$ cat config.mk
export PLATFORM = sky130hd
export DESIGN_NAME = ibex_rvfi_trace_buffer_flat
export DESIGN_NICKNAME = d
export VERILOG_FILES = /design/src/rtl/ibex_trace_pkg.sv /design/src/rtl/ibex_rvfi_trace_buffer_if.sv /design/src/rtl/ibex_trace_buf_mem.sv /design/src/rtl/ibex_rvfi_trace_buffer.sv /design/src/flat_wrapper.sv
export SDC_FILE = /design/constraint.sdc
export NUM_CORES = 2
export LEC_CHECK = 0
export CAP_MARGIN = 10
export CORE_MARGIN = 1.5
export CORE_UTILIZATION = 50
export CTS_CLUSTER_DIAMETER = 100
export DETAILED_ROUTE_END_ITERATION = 7
export HOLD_SLACK_MARGIN = 0.02
export PLACE_DENSITY = 0.68
export SLEW_MARGIN = 20
export SYNTH_ARGS = -nofsm -noshare
export SYNTH_HDL_FRONTEND = slang
export SYNTH_HIERARCHICAL = 1
export SYNTH_SLANG_ARGS = --single-unit
$ cat constraint.sdc
create_clock -name clk_i -period 16.3 [get_ports clk_i]
set_input_delay 1.63 -clock clk_i [delete_from_list [all_inputs] [get_ports clk_i]]
set_output_delay 1.63 -clock clk_i [all_outputs]
set_load 0.005 [all_outputs]
$ cat src/rtl/ibex_trace_pkg.sv
// Shared types for the RVFI trace capture buffer: record layout, FSM states and capture modes.
package ibex_trace_pkg;

    typedef struct packed {
        logic [31:0] pc;
        logic [31:0] insn;
        logic [4:0]  rd_addr;
        logic [31:0] rd_wdata;
        logic [31:0] mem_addr;
        logic        trap;
        logic        intr;
        logic [1:0]  mode;
    } trace_rec_t;

    localparam int unsigned RecW      = $bits(trace_rec_t);
    localparam int unsigned RecNoMemW = RecW - 32;

    typedef enum logic [1:0] {IDLE, ARMED, POST, FROZEN} trace_state_e;
    typedef enum logic {TRACE_FIFO, TRACE_RING} trace_mode_e;

    // Storage format when mem_addr is not captured.
    function automatic logic [RecNoMemW-1:0] pack_no_mem(input trace_rec_t r);
        return {r.pc, r.insn, r.rd_addr, r.rd_wdata, r.trap, r.intr, r.mode};
    endfunction

    function automatic trace_rec_t unpack_no_mem(input logic [RecNoMemW-1:0] v);
        trace_rec_t r;
        {r.pc, r.insn, r.rd_addr, r.rd_wdata, r.trap, r.intr, r.mode} = v;
        r.mem_addr = '0;
        return r;
    endfunction

endpackage

$ cat src/rtl/ibex_rvfi_trace_buffer_if.sv
// RVFI retirement bus as seen by the trace buffer; the core side drives, the buffer listens.
interface ibex_rvfi_trace_buffer_if;
    logic        valid;
    logic [31:0] insn;
    logic        trap;
    logic        intr;
    logic [1:0]  mode;
    logic [4:0]  rd_addr;
    logic [31:0] rd_wdata;
    logic [31:0] pc_rdata;
    logic [31:0] mem_addr;

    modport master (
        output valid, insn, trap, intr, mode, rd_addr, rd_wdata, pc_rdata, mem_addr
    );
    modport slave (
        input valid, insn, trap, intr, mode, rd_addr, rd_wdata, pc_rdata, mem_addr
    );
endinterface

$ cat src/rtl/ibex_trace_buf_mem.sv
// Record storage: flop array with one write port and one asynchronous read port, data not reset.
module ibex_trace_buf_mem #(
    parameter int unsigned Depth = 16,
    parameter int unsigned Width = 32
) (
    input  logic                     clk_i,
    input  logic                     we_i,
    input  logic [$clog2(Depth)-1:0] waddr_i,
    input  logic [Width-1:0]         wdata_i,
    input  logic [$clog2(Depth)-1:0] raddr_i,
    output logic [Width-1:0]         rdata_o
);

    logic [Width-1:0] mem_q [Depth];

    always_ff @(posedge clk_i) begin
        if (we_i) begin
            mem_q[waddr_i] <= wdata_i;
        end
    end

    assign rdata_o = mem_q[raddr_i];

endmodule

$ cat src/rtl/ibex_rvfi_trace_buffer.sv
// On-chip RVFI retirement capture: FIFO streaming (drop newest when full) or triggered ring
// capture that freezes PostTrigger records after the trigger.
module ibex_rvfi_trace_buffer
    import ibex_trace_pkg::*;
#(
    parameter int unsigned Depth       = 16,
    parameter int unsigned PostTrigger = 8,
    parameter bit          CaptureMem  = 1'b1
) (
    input  logic                       clk_i,
    input  logic                       rst_ni,
    ibex_rvfi_trace_buffer_if.slave    rvfi,
    input  logic                       cfg_enable_i,
    input  logic                       cfg_mode_i,
    input  logic                       cfg_clear_i,
    input  logic                       cfg_trig_trap_i,
    input  logic                       cfg_trig_pc_en_i,
    input  logic [31:0]                cfg_trig_pc_i,
    output logic                       rd_valid_o,
    input  logic                       rd_ready_i,
    output trace_rec_t                 rd_rec_o,
    output logic [$clog2(Depth+1)-1:0] count_o,
    output logic                       triggered_o,
    output logic                       frozen_o,
    output logic [15:0]                overflow_o
);

    localparam int unsigned PtrW = $clog2(Depth);
    localparam int unsigned CntW = $clog2(Depth + 1);
    localparam int unsigned MemW = CaptureMem ? RecW : RecNoMemW;

    trace_state_e    state_q, state_d;
    trace_mode_e     mode_q, mode_d;
    logic [PtrW-1:0] wr_ptr_q, wr_ptr_d, rd_ptr_q, rd_ptr_d, post_cnt_q, post_cnt_d;
    logic [CntW-1:0] count_q, count_d;
    logic [15:0]     overflow_q, overflow_d;
    logic            triggered_q, triggered_d, frozen_q, frozen_d;

    logic ring, full, hit, capture, pop, we, overwrite, drop;

    trace_rec_t      wr_rec, mem_rec;
    logic [MemW-1:0] mem_wdata, mem_rdata;

    assign ring = (mode_q == TRACE_RING);
    assign full = (count_q == CntW'(Depth));
    assign hit  = rvfi.valid & ((cfg_trig_trap_i & rvfi.trap) |
                                (cfg_trig_pc_en_i & (rvfi.pc_rdata == cfg_trig_pc_i)));

    // Ring readout is blocked while the capture window is still open.
    assign rd_valid_o = (count_q != '0) & ~(ring & ((state_q == ARMED) | (state_q == POST)));

    assign capture   = rvfi.valid & cfg_enable_i & ~cfg_clear_i &
                       ((state_q == ARMED) | (state_q == POST));
    assign pop       = rd_valid_o & rd_ready_i & ~cfg_clear_i;
    assign we        = capture & (ring | ~full | pop);
    assign overwrite = capture & ring & full;
    assign drop      = capture & ~ring & full & ~pop;

    always_comb begin
        state_d     = state_q;
        mode_d      = mode_q;
        wr_ptr_d    = wr_ptr_q;
        rd_ptr_d    = rd_ptr_q;
        count_d     = count_q;
        post_cnt_d  = post_cnt_q;
        overflow_d  = overflow_q;
        triggered_d = triggered_q;

        if (we) wr_ptr_d = wr_ptr_q + 1'b1;
        if (pop || overwrite) rd_ptr_d = rd_ptr_q + 1'b1;
        if (we && !overwrite && !pop) begin
            count_d = count_q + 1'b1;
        end else if (pop && !we) begin
            count_d = count_q - 1'b1;
        end
        if (drop && (overflow_q != 16'hFFFF)) overflow_d = overflow_q + 16'd1;

        if (!cfg_enable_i) begin
            state_d = IDLE;
        end else begin
            unique case (state_q)
                IDLE: begin
                    state_d = ARMED;
                    mode_d  = trace_mode_e'(cfg_mode_i);
                end
                ARMED: begin
                    if (capture && hit) begin
                        triggered_d = 1'b1;
                        if (ring) begin
                            if (PostTrigger == 0) begin
                                state_d = FROZEN;
                            end else begin
                                state_d    = POST;
                                post_cnt_d = PtrW'(PostTrigger);
                            end
                        end
                    end
                end
                POST: begin
                    if (capture) begin
                        post_cnt_d = post_cnt_q - 1'b1;
                        if (post_cnt_q == PtrW'(1)) state_d = FROZEN;
                    end
                end
                FROZEN: ;
            endcase
        end

        // Clear overrides everything computed above, including this cycle's capture and pop.
        if (cfg_clear_i) begin
            wr_ptr_d    = '0;
            rd_ptr_d    = '0;
            count_d     = '0;
            post_cnt_d  = '0;
            overflow_d  = '0;
            triggered_d = 1'b0;
            state_d     = cfg_enable_i ? ARMED : IDLE;
            mode_d      = (cfg_enable_i && (state_q == IDLE)) ? trace_mode_e'(cfg_mode_i) : mode_q;
        end

        frozen_d = (state_d == FROZEN);
    end

    always_ff @(posedge clk_i or negedge rst_ni) begin
        if (!rst_ni) begin
            state_q     <= IDLE;
            mode_q      <= TRACE_FIFO;
            wr_ptr_q    <= '0;
            rd_ptr_q    <= '0;
            count_q     <= '0;
            post_cnt_q  <= '0;
            overflow_q  <= '0;
            triggered_q <= 1'b0;
            frozen_q    <= 1'b0;
        end else begin
            state_q     <= state_d;
            mode_q      <= mode_d;
            wr_ptr_q    <= wr_ptr_d;
            rd_ptr_q    <= rd_ptr_d;
            count_q     <= count_d;
            post_cnt_q  <= post_cnt_d;
            overflow_q  <= overflow_d;
            triggered_q <= triggered_d;
            frozen_q    <= frozen_d;
        end
    end

    assign wr_rec = '{pc: rvfi.pc_rdata, insn: rvfi.insn, rd_addr: rvfi.rd_addr,
                      rd_wdata: rvfi.rd_wdata, mem_addr: rvfi.mem_addr, trap: rvfi.trap,
                      intr: rvfi.intr, mode: rvfi.mode};

    if (CaptureMem) begin : g_mem_addr
        assign mem_wdata = wr_rec;
        assign mem_rec   = mem_rdata;
    end else begin : g_no_mem_addr
        assign mem_wdata = pack_no_mem(wr_rec);
        assign mem_rec   = unpack_no_mem(mem_rdata);
    end

    ibex_trace_buf_mem #(
        .Depth (Depth),
        .Width (MemW)
    ) u_mem (
        .clk_i   (clk_i),
        .we_i    (we),
        .waddr_i (wr_ptr_q),
        .wdata_i (mem_wdata),
        .raddr_i (rd_ptr_q),
        .rdata_o (mem_rdata)
    );

    assign rd_rec_o    = rd_valid_o ? mem_rec : '0;
    assign count_o     = count_q;
    assign triggered_o = triggered_q;
    assign frozen_o    = frozen_q;
    assign overflow_o  = overflow_q;

    a_depth_pow2: assert property (@(posedge clk_i)
        ((Depth & (Depth - 1)) == 0) && (Depth >= 2));
    a_post_lt_depth: assert property (@(posedge clk_i) PostTrigger < Depth);
    a_count_le_depth: assert property (@(posedge clk_i) disable iff (!rst_ni)
        count_q <= CntW'(Depth));
    a_no_pop_invalid: assert property (@(posedge clk_i) disable iff (!rst_ni)
        pop |-> rd_valid_o);

endmodule
$ cat src/flat_wrapper.sv
// flat-port wrapper written by rule: the top's interface ports become plain ports
module ibex_rvfi_trace_buffer_flat import ibex_trace_pkg::*;
#(
    parameter int unsigned Depth       = 16,
    parameter int unsigned PostTrigger = 8,
    parameter bit          CaptureMem  = 1'b1
)
  (clk_i, rst_ni, cfg_enable_i, cfg_mode_i, cfg_clear_i, cfg_trig_trap_i, cfg_trig_pc_en_i, cfg_trig_pc_i, rd_valid_o, rd_ready_i, rd_rec_o, count_o, triggered_o, frozen_o, overflow_o, rvfi_valid, rvfi_insn, rvfi_trap, rvfi_intr, rvfi_mode, rvfi_rd_addr, rvfi_rd_wdata, rvfi_pc_rdata, rvfi_mem_addr);
  ibex_rvfi_trace_buffer_if rvfi_i ();
  input  logic clk_i;
  input  logic rst_ni;
  input  logic cfg_enable_i;
  input  logic cfg_mode_i;
  input  logic cfg_clear_i;
  input  logic cfg_trig_trap_i;
  input  logic cfg_trig_pc_en_i;
  input  logic [31:0] cfg_trig_pc_i;
  output logic rd_valid_o;
  input  logic rd_ready_i;
  output trace_rec_t rd_rec_o;
  output logic [$clog2(Depth+1)-1:0] count_o;
  output logic triggered_o;
  output logic frozen_o;
  output logic [15:0] overflow_o;
  input wire logic [$bits(rvfi_i.valid)-1:0] rvfi_valid;
  input wire logic [$bits(rvfi_i.insn)-1:0] rvfi_insn;
  input wire logic [$bits(rvfi_i.trap)-1:0] rvfi_trap;
  input wire logic [$bits(rvfi_i.intr)-1:0] rvfi_intr;
  input wire logic [$bits(rvfi_i.mode)-1:0] rvfi_mode;
  input wire logic [$bits(rvfi_i.rd_addr)-1:0] rvfi_rd_addr;
  input wire logic [$bits(rvfi_i.rd_wdata)-1:0] rvfi_rd_wdata;
  input wire logic [$bits(rvfi_i.pc_rdata)-1:0] rvfi_pc_rdata;
  input wire logic [$bits(rvfi_i.mem_addr)-1:0] rvfi_mem_addr;
  assign rvfi_i.valid = rvfi_valid;
  assign rvfi_i.insn = rvfi_insn;
  assign rvfi_i.trap = rvfi_trap;
  assign rvfi_i.intr = rvfi_intr;
  assign rvfi_i.mode = rvfi_mode;
  assign rvfi_i.rd_addr = rvfi_rd_addr;
  assign rvfi_i.rd_wdata = rvfi_rd_wdata;
  assign rvfi_i.pc_rdata = rvfi_pc_rdata;
  assign rvfi_i.mem_addr = rvfi_mem_addr;
  ibex_rvfi_trace_buffer #(.Depth(Depth), .PostTrigger(PostTrigger), .CaptureMem(CaptureMem)) u_core (.clk_i(clk_i), .rst_ni(rst_ni), .rvfi(rvfi_i), .cfg_enable_i(cfg_enable_i), .cfg_mode_i(cfg_mode_i), .cfg_clear_i(cfg_clear_i), .cfg_trig_trap_i(cfg_trig_trap_i), .cfg_trig_pc_en_i(cfg_trig_pc_en_i), .cfg_trig_pc_i(cfg_trig_pc_i), .rd_valid_o(rd_valid_o), .rd_ready_i(rd_ready_i), .rd_rec_o(rd_rec_o), .count_o(count_o), .triggered_o(triggered_o), .frozen_o(frozen_o), .overflow_o(overflow_o));
endmodule
==> results.py <==
metrics = {
    "finish": {
        "synthToLayoutAreaGrowth_pct": 15.6,
        "nets": 4529,
        "fin_util_pct": 58.1,
        "drive_above_1_share_pct": 22.6,
    },
    "critical_path": {
        "crit_path_max_incr_delay_ns": 0.99,
        "crit_fanout": 111,
        "critical_path_class": "reg2out",
        "critPathCaptureType": "primary output",
        "cp_cell_sequence": "buf_12 -> buf_4 -> buf_4 -> mux4_2 -> a22oi_1 -> nand2_1 -> and2_1 -> clkdlybuf4s50_1",
        "crit_required_ns": 14.67,
        "crit_top_cell": "buf_4",
        "arrival_ns": 6.16,
        "r2r_start": "u_core/state_q[0]",
        "reg2reg_depth": 8,
        "start_kind": "flip-flop",
        "r2r_setup_slack_ns": 11.51,
        "cp_slowest_cell": "dfrtp_4",
        "rr_endpoint": "u_core/u_mem/mem_q[6][42]",
    },
    "global_routing": {
        "use_met3_pct": 3.70,
        "antenna_found_initial": 20,
        "gr-total-overflow": 0,
        "grt_max_degree": 122,
        "grt_pass1_wl_mm": 295,
        "grt_util_all_layers_pct": 23.3,
        "busiest_layer": "met2",
        "grtUsageMet2_pct": 39.4,
        "use_met1_pct": 31.6,
        "grt_pass1_vias": 43037,
    },
    "clock_tree": {
        "cts_inserted_buffers": 220,
        "cts-hold-fix-buffers": 0,
        "clockBufferDepth": 3,
        "path_clk_slew_ns": 0.06,
        "cts_resized": 0,
        "htreeDepth": 4,
        "clock_sinks": 2230,
        "post_cts_buffers": 0,
        "clock_latency_ns": 0.83,
        "tritoncts": "done",
        "cts_root_buf": "clkbuf_16",
    },
    "die": {
        "core_area_mm2": 0.171,
        "row_count": 152,
        "die_w_um": 418,
        "pin_count": 339,
        "die_area_mm2": 0.175,
        "die_h_um": 418,
        "initial_core_util_pct": 50.2,
    },
    "synthesis": {
        "synthFlopType": "edfxtp_1",
        "synth_cell_types": 66,
        "synth_fa_ha_area_share_pct": 0.212,
        "synth_mux_area_share_pct": 14.7,
        "synth_cells": 3910,
        "ys_warn_count": 6,
        "ys_seq_elements": 2230,
        "synth.most_common_cell": "edfxtp_1",
        "synth-seq-area-share_pct": 77.6,
        "synth-compound-area-share_pct": 2.82,
        "synthSimpleGateAreaFrac_pct": 2.78,
        "syn_nets": 4102,
        "synthArstFlopShare_pct": 1.70,
        "synth_top_family_by_area": "multiplexers",
        "synthTopCellsByCount": "edfxtp_1 (2192), mux4_2 (507), a22oi_1 (227), and2_1 (143), nand2_1 (117)",
        "avgSynthCellArea_um2": 22.0,
        "yosys.area.top_type": "edfxtp_1",
        "synth_area_mm2": 0.0860,
        "synthXorXnorAreaFrac_pct": 0.570,
        "synth_edf_count": 2192,
        "netlist.area_leader.share_pct": 76.5,
        "synth_area_leaders": "edfxtp_1 (76%), mux4_2 (13%), a22oi_1 (2.0%)",
    },
    "power": {
        "seq_power_share_pct": 47.7,
        "swShare_pct": 23.0,
        "comb_power_share_pct": 13.9,
        "ir_worst_vdd_mv": 0.112,
        "clkPwrFrac_pct": 38.3,
        "leakage_nw": 30.4,
        "power.density_mw_per_mm2": 134,
        "power.internal_w": 0.0102,
        "netSwitchingPower_w": 0.00306,
    },
    "routing": {
        "drc": 0,
        "post_drt_wl_per_cell_um": 29.4,
        "wl_mm": 201,
        "num_vias": 41102,
        "ant_nets": 0,
        "first_pass_iters": 5,
        "drt_iter0_drc": 4167,
        "via_per_inst": 6.01,
    },
    "timing": {
        "post-route-period-util_pct": 47.8,
        "fin_crit_ns": 7.79,
        "fmaxAchievable_mhz": 128,
        "slew_viol_final": 0,
        "hold_viol": 0,
        "skew_ns": 0.0300,
        "setup_violations": 0,
        "rsz0062_at_grt": "no",
        "maxSlewHeadroom_pct": 21.6,
        "finalSetupTns_ns": 0,
        "worst_pin_slew_ns": 1.18,
    },
    "place": {
        "io_buffers": 338,
        "gp_congestion": 0.789,
        "dp_hpwl_mm": 101,
    },
    "min_path": {
        "min_from": "u_core/triggered_o",
        "holdPathStages": 2,
        "worstHoldPathType": "reg2reg",
        "min_to": "u_core/triggered_o",
    },
    "flow_run": {
        "maxCapViolCount": 0,
    },
    "run_status": {
        "status": "finished, final reports clean",
    },
}
==> per-layer routing <==
layer  routed length [um]  vias up
met5                   86        -
met4                 5090       14
met3                12000      290
met2               102000     1423
met1                81500    22087
li1                     -    17288
==> through the flow <==
stage	power (W)	cell area, um2	hold slack [ns]	worst slack, ns	instances
finish	0.0133	99500	0.530	8.51	6842
global placement	0.00835	92100	0.517	9.24	6424
CTS	0.0134	99400	0.530	8.31	6836
detailed placement	0.00836	92100	0.520	9.25	6424
floorplan	0.00751	86000	0.503	3.09	3910
global route	0.0137	99500	0.559	7.98	6841
==> logic make-up after synthesis <==
| kind of cell | after synthesis |
|---|---|
| buf+inv | 223 |
| compound gates | 323 |
| xor+xnor | 56 |
| fa+ha+maj | 14 |
| mux | 618 |
| simple gates | 446 |
| flops | 2230 |
==> cell usage in the layout (no fill, tap or decap), types with 28 or more instances in the layout <==
cell type           n
bufinv_16          28
clkbuf_16         222
mux4_2            507
clkinv_2           36
edfxtp_1         2192
xnor2_1            32
mux2i_1            34
a22oi_1           227
and2_1            142
clkinv_1           56
mux2_2             77
clkbuf_1           40
dfrtp_1            34
nor2b_1            28
buf_4              66
nor2_1             42
clkdlybuf4s50_1   337
nand2_1           117
==> power by group through the flow <==
| stage | registers, W | clock network (W) | logic (W) |
|---|---|---|---|
| 2_1_floorplan | 0.00645 | 0 | 0.00106 |
| 3_3_place_gp | 0.00647 | 0 | 0.00188 |
| 3_5_place_dp | 0.00647 | 0 | 0.00189 |
| 4_1_cts | 0.00635 | 0.00519 | 0.00190 |
| 5_1_grt | 0.00635 | 0.00541 | 0.00199 |
| 6_report | 0.00634 | 0.00510 | 0.00185 |
==> critical path, delay by kind of cell, from the launching register on <==
family | cells | cell delay [ns]
buffers and inverters | 4 | 2.74
AOI/OAI and AO/OA | 1 | 0.25
and+or+nand+nor | 2 | 0.26
muxes | 1 | 0.60
DFF | 1 | 0.99
==> flip-flops by register name, summed over array words and instances, names as in the netlist <==
name	count
u_core/overflow_o	16
u_core/frozen_o	1
u_core/triggered_o	1
u_core/rd_ptr_q	4
u_core/u_mem/mem_q	2192
u_core/wr_ptr_q	4
u_core/count_o	5
u_core/mode_q	1
u_core/state_q	2
u_core/post_cnt_q	4
==> worst max path at each step <==
stage | startpoint | slack, ns | to
2_1_floorplan | cfg_clear_i | 3.09 | u_core/u_mem/mem_q[0][0]
3_3_place_gp | u_core/rd_ptr_q[0] | 9.24 | rd_rec_o[72]
3_5_place_dp | u_core/rd_ptr_q[0] | 9.25 | rd_rec_o[72]
4_1_cts | u_core/rd_ptr_q[0] | 8.31 | rd_rec_o[72]
5_1_grt | u_core/rd_ptr_q[0] | 7.98 | rd_rec_o[70]
6_report | u_core/rd_ptr_q[0] | 8.51 | rd_rec_o[46]
==> cell type report <==
cell class / instances / area [um2]
antenna: 5 / 12.5
clock buffer: 262 / 5710
clock inverter: 150 / 1640
fill: 12329 / 71900
inverter: 11 / 46.3
multi-input combinational: 1457 / 18300
sequential: 2230 / 66800
tap: 2310 / 2890
timing repair buffer: 417 / 4130
Note: power is estimated with default switching activity, not from simulation.
